## src/rtl/frogger_pkg.sv

```systemverilog
// Shared definitions for the frog controller.
// Holds the playfield geometry, tile-type codes, the button/direction encoding,
// the pending-move record and a small saturating-step helper for tile coordinates.
package frogger_pkg;

    localparam int GAME_WIDTH     = 20;
    localparam int GAME_HEIGHT    = 15;
    localparam int START_X        = 10;
    localparam int START_Y        = 14;
    localparam int DEBOUNCE_LIMIT = 250000;
    localparam int MAX_SCORE      = 99;

    localparam logic [2:0] TILE_WALL  = 3'd0;
    localparam logic [2:0] TILE_ROAD  = 3'd1;
    localparam logic [2:0] TILE_WATER = 3'd2;
    localparam logic [2:0] TILE_SAFE  = 3'd3;
    localparam logic [2:0] TILE_LILY  = 3'd4;

    // Encoding doubles as the button index and as the request priority
    // (lower value wins when several buttons fire in the same cycle).
    typedef enum logic [1:0] {
        DIR_UP    = 2'd0,
        DIR_DOWN  = 2'd1,
        DIR_LEFT  = 2'd2,
        DIR_RIGHT = 2'd3
    } dir_e;

    typedef struct packed {
        logic valid;
        dir_e dir;
    } pending_t;

    // One-tile step along an axis; a step that would leave 0..max_pos is
    // swallowed and the coordinate is returned unchanged.
    function automatic logic [5:0] step_clamp(input logic [5:0] pos,
                                              input logic       inc,
                                              input logic [5:0] max_pos);
        logic [5:0] result;
        result = pos;
        if (inc) begin
            if (pos < max_pos) result = pos + 6'd1;
        end else begin
            if (pos != 6'd0) result = pos - 6'd1;
        end
        return result;
    endfunction

endpackage

```

## src/rtl/frogger_ctrl_debounce_filter.sv

```systemverilog
// Button conditioning: two-flop synchronizer followed by a stability filter.
// The filtered level only follows the synchronized input after it has differed
// from the current level for c_DEBOUNCE_LIMIT consecutive clocks. A one-clock
// press pulse accompanies every 0->1 change of the filtered level.
//
// Ports:
//   i_Clk       system clock
//   i_Rst_L     synchronous active-low reset (clears filter to 0)
//   i_Raw       raw asynchronous button, active high
//   o_Debounced filtered button level
//   o_Press     one-clock pulse on the filtered rising edge
module debounce_filter
    import frogger_pkg::*;
#(
    parameter int c_DEBOUNCE_LIMIT = DEBOUNCE_LIMIT
) (
    input  logic i_Clk,
    input  logic i_Rst_L,
    input  logic i_Raw,
    output logic o_Debounced,
    output logic o_Press
);

    localparam int CNT_W = (c_DEBOUNCE_LIMIT > 1) ? $clog2(c_DEBOUNCE_LIMIT) : 1;
    localparam logic [CNT_W-1:0] RELOAD = CNT_W'(c_DEBOUNCE_LIMIT - 1);

    logic             sync_meta;
    logic             sync_q;
    logic             level;
    logic             press;
    logic [CNT_W-1:0] count;

    // Down-counter reloads whenever input and level agree, so any bounce back
    // restarts the stability window. Terminal count on a differing input means
    // the input has been stable for the full window.
    always_ff @(posedge i_Clk) begin
        if (!i_Rst_L) begin
            sync_meta <= 1'b0;
            sync_q    <= 1'b0;
            level     <= 1'b0;
            press     <= 1'b0;
            count     <= RELOAD;
        end else begin
            sync_meta <= i_Raw;
            sync_q    <= sync_meta;
            press     <= 1'b0;
            if (sync_q == level) begin
                count <= RELOAD;
            end else if (count == '0) begin
                level <= sync_q;
                press <= sync_q;
                count <= RELOAD;
            end else begin
                count <= count - 1'b1;
            end
        end
    end

    assign o_Debounced = level;
    assign o_Press     = press;

endmodule

```

## src/rtl/frogger_ctrl.sv

```systemverilog
// Frog position and score controller.
// Debounced button presses are latched into a one-entry pending move that is
// committed only during vertical blanking. Every cycle the current tile is
// judged for hazards (car, water, top row); a hazard respawns the frog and
// beats any move committing in the same cycle. Landing on a lily pad in the
// top row scores a point, saturating at c_MAX_SCORE.
//
// Ports:
//   i_Clk, i_Rst_L          clock, synchronous active-low reset
//   i_Score                 score feedback from top level (not used)
//   i_Up/Down/Left/Right_Mvt raw buttons, active high, asynchronous
//   i_Collided              frog tile matches a car tile
//   i_Col_Count_Div         raster column / 32 (not used)
//   i_Row_Count_Div         raster row / 32, blanking when >= c_GAME_HEIGHT
//   i_Bitmap_Data           tile type under the frog
//   o_Frogger_X/Y           frog tile column/row
//   o_Score                 goals scored
module frogger_ctrl
    import frogger_pkg::*;
#(
    parameter int c_GAME_WIDTH     = GAME_WIDTH,
    parameter int c_GAME_HEIGHT    = GAME_HEIGHT,
    parameter int c_START_X        = START_X,
    parameter int c_START_Y        = START_Y,
    parameter int c_DEBOUNCE_LIMIT = DEBOUNCE_LIMIT,
    parameter int c_MAX_SCORE      = MAX_SCORE
) (
    input  logic       i_Clk,
    input  logic       i_Rst_L,
    input  logic [6:0] i_Score,
    input  logic       i_Up_Mvt,
    input  logic       i_Down_Mvt,
    input  logic       i_Left_Mvt,
    input  logic       i_Right_Mvt,
    input  logic       i_Collided,
    input  logic [4:0] i_Col_Count_Div,
    input  logic [4:0] i_Row_Count_Div,
    input  logic [2:0] i_Bitmap_Data,
    output logic [5:0] o_Frogger_X,
    output logic [5:0] o_Frogger_Y,
    output logic [6:0] o_Score
);

    localparam logic [5:0] START_X_V = 6'(c_START_X);
    localparam logic [5:0] START_Y_V = 6'(c_START_Y);
    localparam logic [5:0] MAX_X_V   = 6'(c_GAME_WIDTH - 1);
    localparam logic [5:0] MAX_Y_V   = 6'(c_GAME_HEIGHT - 1);
    localparam logic [4:0] BLANK_ROW = 5'(c_GAME_HEIGHT);
    localparam logic [6:0] MAX_SCORE_V = 7'(c_MAX_SCORE);

    logic [3:0] btn_raw;
    logic [3:0] btn_level;
    logic [3:0] btn_press;

    logic [5:0] frog_x, frog_x_next;
    logic [5:0] frog_y, frog_y_next;
    logic [6:0] score, score_next;
    pending_t   pending, pending_next;

    logic       req_valid;
    dir_e       req_dir;
    logic       blanking;
    logic       at_top;
    logic       hazard;
    logic       goal;

    // Bit index matches dir_e encoding.
    assign btn_raw = {i_Right_Mvt, i_Left_Mvt, i_Down_Mvt, i_Up_Mvt};

    for (genvar g = 0; g < 4; g++) begin : g_btn
        debounce_filter #(
            .c_DEBOUNCE_LIMIT(c_DEBOUNCE_LIMIT)
        ) u_debounce (
            .i_Clk       (i_Clk),
            .i_Rst_L     (i_Rst_L),
            .i_Raw       (btn_raw[g]),
            .o_Debounced (btn_level[g]),
            .o_Press     (btn_press[g])
        );
    end

    // Score feedback, column raster and the raw levels are deliberately ignored.
    logic unused_inputs;
    assign unused_inputs = ^{i_Score, i_Col_Count_Div, btn_level};

    always_comb begin
        req_valid = |btn_press;
        req_dir   = DIR_UP;
        if (btn_press[DIR_UP])         req_dir = DIR_UP;
        else if (btn_press[DIR_DOWN])  req_dir = DIR_DOWN;
        else if (btn_press[DIR_LEFT])  req_dir = DIR_LEFT;
        else if (btn_press[DIR_RIGHT]) req_dir = DIR_RIGHT;
    end

    assign blanking = (i_Row_Count_Div >= BLANK_ROW);
    assign at_top   = (frog_y == 6'd0);
    assign hazard   = i_Collided || (i_Bitmap_Data == TILE_WATER) || at_top;
    assign goal     = !i_Collided && (i_Bitmap_Data != TILE_WATER) &&
                      at_top && (i_Bitmap_Data == TILE_LILY);

    always_comb begin
        frog_x_next  = frog_x;
        frog_y_next  = frog_y;
        score_next   = score;
        pending_next = pending;

        if (hazard) begin
            // Respawn wins over everything; any move in flight is dropped.
            frog_x_next        = START_X_V;
            frog_y_next        = START_Y_V;
            pending_next.valid = 1'b0;
            if (goal && (score < MAX_SCORE_V)) score_next = score + 7'd1;
        end else if (blanking && pending.valid) begin
            unique case (pending.dir)
                DIR_UP:    frog_y_next = step_clamp(frog_y, 1'b0, MAX_Y_V);
                DIR_DOWN:  frog_y_next = step_clamp(frog_y, 1'b1, MAX_Y_V);
                DIR_LEFT:  frog_x_next = step_clamp(frog_x, 1'b0, MAX_X_V);
                DIR_RIGHT: frog_x_next = step_clamp(frog_x, 1'b1, MAX_X_V);
                default:   ;
            endcase
            // A request landing on the commit edge queues behind it.
            pending_next.valid = req_valid;
            pending_next.dir   = req_dir;
        end else if (req_valid) begin
            pending_next.valid = 1'b1;
            pending_next.dir   = req_dir;
        end
    end

    always_ff @(posedge i_Clk) begin
        if (!i_Rst_L) begin
            frog_x  <= START_X_V;
            frog_y  <= START_Y_V;
            score   <= '0;
            pending <= '{valid: 1'b0, dir: DIR_UP};
        end else begin
            frog_x  <= frog_x_next;
            frog_y  <= frog_y_next;
            score   <= score_next;
            pending <= pending_next;
        end
    end

    assign o_Frogger_X = frog_x;
    assign o_Frogger_Y = frog_y;
    assign o_Score     = score;

endmodule

```

## config.mk

```make
export PLATFORM = sky130hd
export DESIGN_NAME = frogger_ctrl
export DESIGN_NICKNAME = d
export VERILOG_FILES = /design/src/rtl/frogger_pkg.sv /design/src/rtl/frogger_ctrl_debounce_filter.sv /design/src/rtl/frogger_ctrl.sv
export SDC_FILE = /design/constraint.sdc
export NUM_CORES = 1
export LEC_CHECK = 0
export ABC_AREA = 1
export CORE_ASPECT_RATIO = 0.8
export CORE_MARGIN = 4
export CORE_UTILIZATION = 40
export DETAILED_ROUTE_END_ITERATION = 7
export PLACE_DENSITY_LB_ADDON = 0.2
export SYNTH_ARGS = -nofsm -noshare
export SYNTH_HDL_FRONTEND = slang
export SYNTH_SLANG_ARGS = --single-unit
```

## constraint.sdc

```tcl
create_clock -name i_Clk -period 1.9 [get_ports i_Clk]
set_clock_uncertainty 0.05 [all_clocks]
set_input_delay 0.38 -clock i_Clk [delete_from_list [all_inputs] [get_ports i_Clk]]
set_output_delay 0.38 -clock i_Clk [all_outputs]
set_load 0.005 [all_outputs]
```

==> reports/metrics.json, run 1 <==
{
  "status": "finished, final reports clean",
  "synth.mux.area_fraction": 0,
  "cts_tree": "yes",
  "crit_path_cell_trace": "clkdlybuf4s50_1",
  "drtAntennaViolNets": 0,
  "mapped_cell_area_um2": 5668,
  "cell_type_with_the_largest_total_area_after_synthesis": "dfxtp_1",
  "filler_cell_count": 1379,
  "synth-edff-count": 0,
  "leakage_nw": 2.876,
  "grt_start_max_net_pins": 17,
  "grt_pass1_wl_um": 19870,
  "asyncSetResetFlopFracSynth": 0,
  "multi_input_comb_area_um2": 3047,
  "root_buffer": "clkbuf_16",
  "worstPathBufferInverterCount": 1,
  "global_route.overflow_total": 0,
  "yosysWarnings": 0,
  "timing.final.max_slew_violations": 0,
  "synth.top_cells.by_count": "nand2_1 (210), nor2_1 (129), dfxtp_1 (110)",
  "synth_cells": 817,
  "layout_worst_path_cycle_share": 0.9440,
  "synthFlopType": "dfxtp_1",
  "placed_insts": 1045,
  "core_um2": 13740,
  "diodes": 0,
  "total_power_mw": 4.451,
  "synthDominantCellAreaShare": 0.3885,
  "design.portCount": 46,
  "most_repeated_cell_in_the_gate_level_netlist_after_synthesis": "nand2_1",
  "clkSinkCount": 110,
  "cp.required_ns": 1.47,
  "slowest_stage": "clkdlybuf4s50_1",
  "cp-end-kind": "output pin",
  "clock_path_buffers": 2,
  "cts_made_buffers": 9,
  "grt_antenna_before_repair": 0,
  "critical-path-top-delay-family": "buffers and inverters",
  "ys_types": 35,
  "drive_gt1_frac": 0.1078,
  "relative_area_change_from_synthesis_to_final_layout_pct": 17.95,
  "worstMarginPinSlew_ns": 0.2913,
  "cts_htree_levels": 3,
  "synth.net_count": 859,
  "cts.clk_slew.worst_paths_ns": 0.07,
  "setup_violations": 0,
  "setup_tns_ns": 0,
  "crit_cells": 1,
  "synthSimpleGateAreaFrac": 0.3962,
  "synth.yosys.seq_area_share": 0.3885,
  "place_congestion": 0.8145,
  "reg2regPathDepth": 9,
  "via_count_of_the_first_global_routing_pass": 4274,
  "die_area_um2": 16150,
  "avgRoutedWirePerCell_um": 10.62,
  "critical_path.startpoint_type": "flip-flop",
  "main_combinational_cell_family_by_area_after_synthesis": "simple AND/OR/NAND/NOR gates",
  "via_cell_ratio": 4.538,
  "fraction_of_the_mapped_netlist_area_in_compound_gates": 0.04812,
  "synthesis.area_per_instance_um2": 6.937,
  "worst_path_arrival_time_ns": 1.36,
  "hpwl_um": 8579,
  "num_vias": 4815,
  "ffs_latches_synth": 110,
  "final_cell_count_no_fill": 1061,
  "worstSetupPathType": "flip-flop to output pin",
  "dr.first_iter.drc_count": 298,
  "whs_path_depth": 1,
  "yosys.area_share.adder": 0.03576,
  "detail_route.first_pass.iterations": 7,
  "clock_latency_ns": 0.34,
  "timing.critical_path.fanout_max": 6,
  "wirelength_um": 11270,
  "hold_path.class": "flip-flop to flip-flop",
  "timing.fmax_mhz": 557.6,
  "timing.final.hold_violations": 0,
  "synth_xor_area_frac": 0.05563,
  "port_buffers": 33,
  "initial_core_util": 0.4125,
  "die_height_um": 114.5,
  "die_w_um": 141.1,
  "timing.max_cap.violations": 0,
  "slew-limit-headroom": 0.8051,
  "regArea_um2": 2206,
  "vdd.ir_drop.worst_mv": 0.5269,
  "grtUsageTotal": 0.1471,
  "rows": 38,
  "unrepaired_setup_endpoints_after_global_routing": "no",
  "cts_hold_buf": 0,
  "crit_path_max_incr_delay_ns": 0.56,
  "finalHoldWorstSlack_ns": 0.3405,
  "design.final.nets": 918,
  "drc": 0,
  "ys_top_cells_by_area": "dfxtp_1 (39%), nand2_1 (14%), nor2_1 (8.5%)",
  "power_density_relative_to_cell_area_nw_per_um2": 665.9,
  "final.min_clock_period_ns": 1.794
}
## sequential cells by signal, summed over array words and instances (netlist names)
signal	flops
o_Score	7
g_btn.u_debounce.count	72
o_Frogger_Y	6
g_btn.u_debounce.sync_meta	4
pending	3
g_btn.u_debounce.o_Debounced	4
g_btn.u_debounce.o_Press	4
o_Frogger_X	6
g_btn.u_debounce.sync_q	4
## metal layers
metal | global-route usage | wire length [um]
met1 | 0.2193 | 6316
met4 | 0.03163 | 34
met5 | 0 | 0
met3 | 0.04008 | 329
met2 | 0.2117 | 4592
## repair_timing
item	4_1_cts	5_1_grt
endpoints found under the hold margin	0	0
resized for setup	0	6
buffers inserted	0	0
endpoints found under the setup margin	0	9
## metrics by stage
step / worst slack [ns] / area, um^2 / util
floorplan: 0.2888 / 5668 / -
global placement: -0.01403 / 6355 / 0.4625
detailed placement: -0.02766 / 6355 / 0.4625
CTS: 0.03096 / 6671 / 0.4855
global route: 0.01104 / 6685 / 0.4865
finish: 0.1065 / 6685 / 0.4865
## placed cells by master, fill, tap and decap left out, types with 2 or more instances in the layout
master           count
a21oi_1             34
o21ai_0             13
nand3b_1             5
or2_2                9
o21ai_1              3
nand4_1             17
nor3_2               2
nor2_2              18
xnor2_1             17
xor2_1              19
dfxtp_1            107
dfxtp_2              3
inv_4                3
nor2_1             129
clkbuf_1             2
inv_1              102
nand3_2              9
or2_1                2
clkinv_2             2
o211ai_1             2
bufinv_16            2
fa_1                 2
ha_1                13
inv_2                3
nor2_4               5
nor3_4               2
nor3_1              12
nand2_1            208
clkdlybuf4s50_1     33
nand2_2              7
clkbuf_16            9
buf_4               17
nand3_1             62
## power breakdown
group          switching [mW]  internal (mW)  leakage, nW  total [mW]
Combinational          0.0651         0.0563         1.83       0.121
Sequential            0.00486           2.31        0.891        2.32
Clock                   0.822           1.19        0.157        2.01
## cells by family after synthesis
logic type                 Yosys count
adders and majority gates           15
DFF                                110
xor gates and xnor gates            36
AOI/OAI and AO/OA                   53
buffers and inverters              111
and+or+nand+nor                    492
## final timing paths
path,from,endpoint,slack [ns]
setup / recovery,o_Frogger_Y[1],o_Frogger_Y[1],0.11
hold reg to reg,g_btn[3].u_debounce.count[0],g_btn[3].u_debounce.count[0],0.34
setup reg to reg,pending[1],o_Frogger_Y[3],0.18
hold / removal,g_btn[3].u_debounce.count[0],g_btn[3].u_debounce.count[0],0.34
## area by class of cell
| class | count | share of cell area |
|---|---|---|
| Clock buffer | 12 | 0.03687 |
| Clock inverter | 4 | 0.01048 |
| Inverter | 108 | 0.06176 |
| Multi-Input combinational cell | 596 | 0.4557 |
| Sequential cell | 110 | 0.3300 |
| Tap cell | 180 | 0.03369 |
| Timing Repair Buffer | 51 | 0.07150 |
No activity file was read; power rests on OpenSTA's default activity.
==> inputs of run 2 (changes only) <==
--- a/config.mk
+++ b/config.mk
@@ -11,6 +11,7 @@
 export CORE_UTILIZATION = 40
 export DETAILED_ROUTE_END_ITERATION = 7
 export PLACE_DENSITY_LB_ADDON = 0.2
+export SETUP_SLACK_MARGIN = 0.1
 export SYNTH_ARGS = -nofsm -noshare
 export SYNTH_HDL_FRONTEND = slang
 export SYNTH_SLANG_ARGS = --single-unit
==> run 2 against run 1 <==
Cell count about the same. Die area is the same. Largest power group unchanged. Global-route usage did not move. Critical endpoint is now o_Frogger_Y[2]. Maximum frequency grew 3.1%. Setup slack improved by 0.054 ns.
==> reports/metrics.json, run 2 (synthesized netlist as in run 1, its figures left out) <==
{
  "status": "finished, final reports clean",
  "setup_violations": 0,
  "cp-end-kind": "output pin",
  "crit_cells": 1,
  "cp.required_ns": 1.47,
  "worstPathBufferInverterCount": 1,
  "timing.max_cap.violations": 0,
  "seqPwrFrac": 0.521,
  "cts.clk_slew.worst_paths_ns": 0.07,
  "vdd.ir_drop.worst_mv": 0.5261,
  "critical-path-top-delay-family": "buffers and inverters",
  "largest_register_ffs": 72,
  "drc": 0,
  "critical_path.reg2reg.startpoint": "pending[1]",
  "multi_input_comb_area_um2": 3054,
  "largest_register": "g_btn.u_debounce.count",
  "worst_path_arrival_time_ns": 1.31,
  "port_buffers": 33,
  "grtUsageTotal": 0.1471,
  "switching_power_mw": 0.8938,
  "clock_latency_ns": 0.34,
  "finalHoldWorstSlack_ns": 0.3406,
  "whs_path_depth": 1,
  "regArea_um2": 2213,
  "place_congestion": 0.8145,
  "power_frac_clock": 0.452,
  "worstHoldStart": "g_btn[3].u_debounce.count[0]",
  "cts_made_buffers": 9,
  "via_count_of_the_first_global_routing_pass": 4274,
  "relative_area_change_from_synthesis_to_final_layout_pct": 18.34,
  "drtAntennaViolNets": 0,
  "reg2regPathDepth": 9,
  "avgRoutedWirePerCell_um": 10.63,
  "hpwl_um": 8579,
  "mostFrequentLayoutCell": "nand2_1",
  "clock_path_buffers": 2,
  "die_height_um": 114.5,
  "finalCoreUtilization": 0.4882,
  "initial_core_util": 0.4125,
  "diodes": 0,
  "final.min_clock_period_ns": 1.740,
  "crit_path_max_incr_delay_ns": 0.54,
  "wirelength_um": 11290,
  "clkSinkCount": 110,
  "power.combinational.fraction": 0.027,
  "root_buffer": "clkbuf_16",
  "reg2reg_slack_ns": 0.21,
  "worstMarginPinSlew_ns": 0.2916,
  "detail_route.first_pass.iterations": 7,
  "num_vias": 4817,
  "slowest_stage": "clkdlybuf4s50_1",
  "dr.first_iter.drc_count": 283,
  "final_cell_mix": "nand2_1 (208), nor2_1 (128), inv_1 (102)",
  "global_route.overflow_total": 0,
  "design.portCount": 46,
  "rows": 38,
  "hold_path.class": "flip-flop to flip-flop",
  "cts_tree": "yes",
  "design.final.nets": 919,
  "grt_antenna_before_repair": 0,
  "grt_pass1_wl_um": 19870,
  "timing.final.max_slew_violations": 0,
  "critical_path.startpoint_type": "flip-flop",
  "crit_path_cell_trace": "clkdlybuf4s50_1",
  "power_density_relative_to_cell_area_nw_per_um2": 663.9,
  "timing.critical_path.fanout_max": 5,
  "endpoint_with_the_worst_hold_slack": "g_btn[3].u_debounce.count[0]",
  "timing.fmax_mhz": 574.8,
  "layout_worst_path_cycle_share": 0.9156,
  "cts_hold_buf": 0,
  "power.share.switching": 0.2007,
  "core_um2": 13740,
  "drive_gt1_frac": 0.1179,
  "worstSetupPathType": "flip-flop to output pin",
  "die_area_um2": 16150,
  "die_w_um": 141.1,
  "cts_htree_levels": 3,
  "slew-limit-headroom": 0.8049,
  "filler_cell_count": 1373,
  "timing.final.hold_violations": 0,
  "leakage_nw": 2.882,
  "via_cell_ratio": 4.536,
  "grt_start_max_net_pins": 17,
  "cellInternalPower_mw": 3.560,
  "regToRegEndpoint": "o_Frogger_Y[3]",
  "unrepaired_setup_endpoints_after_global_routing": "yes"
}
run 2: area by class of cell:
cell class,count,share of cell area
timing repair buffer,52,0.07237
clock inverter,4,0.01045
sequential,110,0.3300
tap,180,0.03358
clock buffer,12,0.03675
inverter,108,0.06156
multi-input combinational,596,0.4553
run 2: timing repair:
action / CTS / global route
buffers inserted: 0 / 1
endpoints found under the setup margin: 8 / 10
pin swaps: 0 / 1
resized for setup: 7 / 7
run 2: worst max-delay path by stage:
stage	start	endpoint	slack (ns)
after floorplan	pending[0]	o_Frogger_Y[3]	0.29
after global placement	i_Row_Count_Div[2]	o_Frogger_X[3]	-0.01
after detailed placement	i_Row_Count_Div[2]	o_Frogger_X[3]	-0.03
after CTS	pending[0]	o_Frogger_Y[3]	0.10
after global routing	pending[1]	o_Frogger_Y[5]	0.07
final	o_Frogger_Y[2]	o_Frogger_Y[2]	0.16
run 2: per-layer routing:
metal | global-route usage | share of wire
met1 | 0.2193 | 0.56
met2 | 0.2117 | 0.41
met3 | 0.04008 | 0.029
met4 | 0.03163 | 0.0030
met5 | 0 | 0
run 2: through the flow:
stage          setup TNS, ns  total power, mW  area, um^2  instances  setup slack, ns
6_report                   0            4.453        6708       1062           0.1604
2_1_floorplan              0            2.429        5668        817           0.2888
3_3_place_gp        -0.01403            2.495        6355       1045         -0.01403
4_1_cts                    0            4.546        6683       1061           0.1041
5_1_grt                    0            4.633        6708       1062          0.06593
3_5_place_dp        -0.07988            2.496        6355       1045         -0.02766
run 2: power groups by stage:
stage	Combinational [mW]	Sequential (mW)	Clock, mW
6_report	0.121	2.32	2.01
5_1_grt	0.136	2.32	2.18
4_1_cts	0.124	2.32	2.10
3_5_place_dp	0.123	2.37	0
3_3_place_gp	0.123	2.37	0
2_1_floorplan	0.0568	2.37	0
==> inputs of run 3 (changes only) <==
--- a/config.mk
+++ b/config.mk
@@ -6,12 +6,14 @@
 export NUM_CORES = 1
 export LEC_CHECK = 0
 export ABC_AREA = 1
+export CAP_MARGIN = 20
 export CORE_ASPECT_RATIO = 0.8
 export CORE_MARGIN = 4
 export CORE_UTILIZATION = 40
 export DETAILED_ROUTE_END_ITERATION = 7
 export PLACE_DENSITY_LB_ADDON = 0.2
 export SETUP_SLACK_MARGIN = 0.1
+export SLEW_MARGIN = 5
 export SYNTH_ARGS = -nofsm -noshare
 export SYNTH_HDL_FRONTEND = slang
 export SYNTH_SLANG_ARGS = --single-unit
==> results of run 3 <==
Final layout, timing and power as in run 2 (identical DEF).
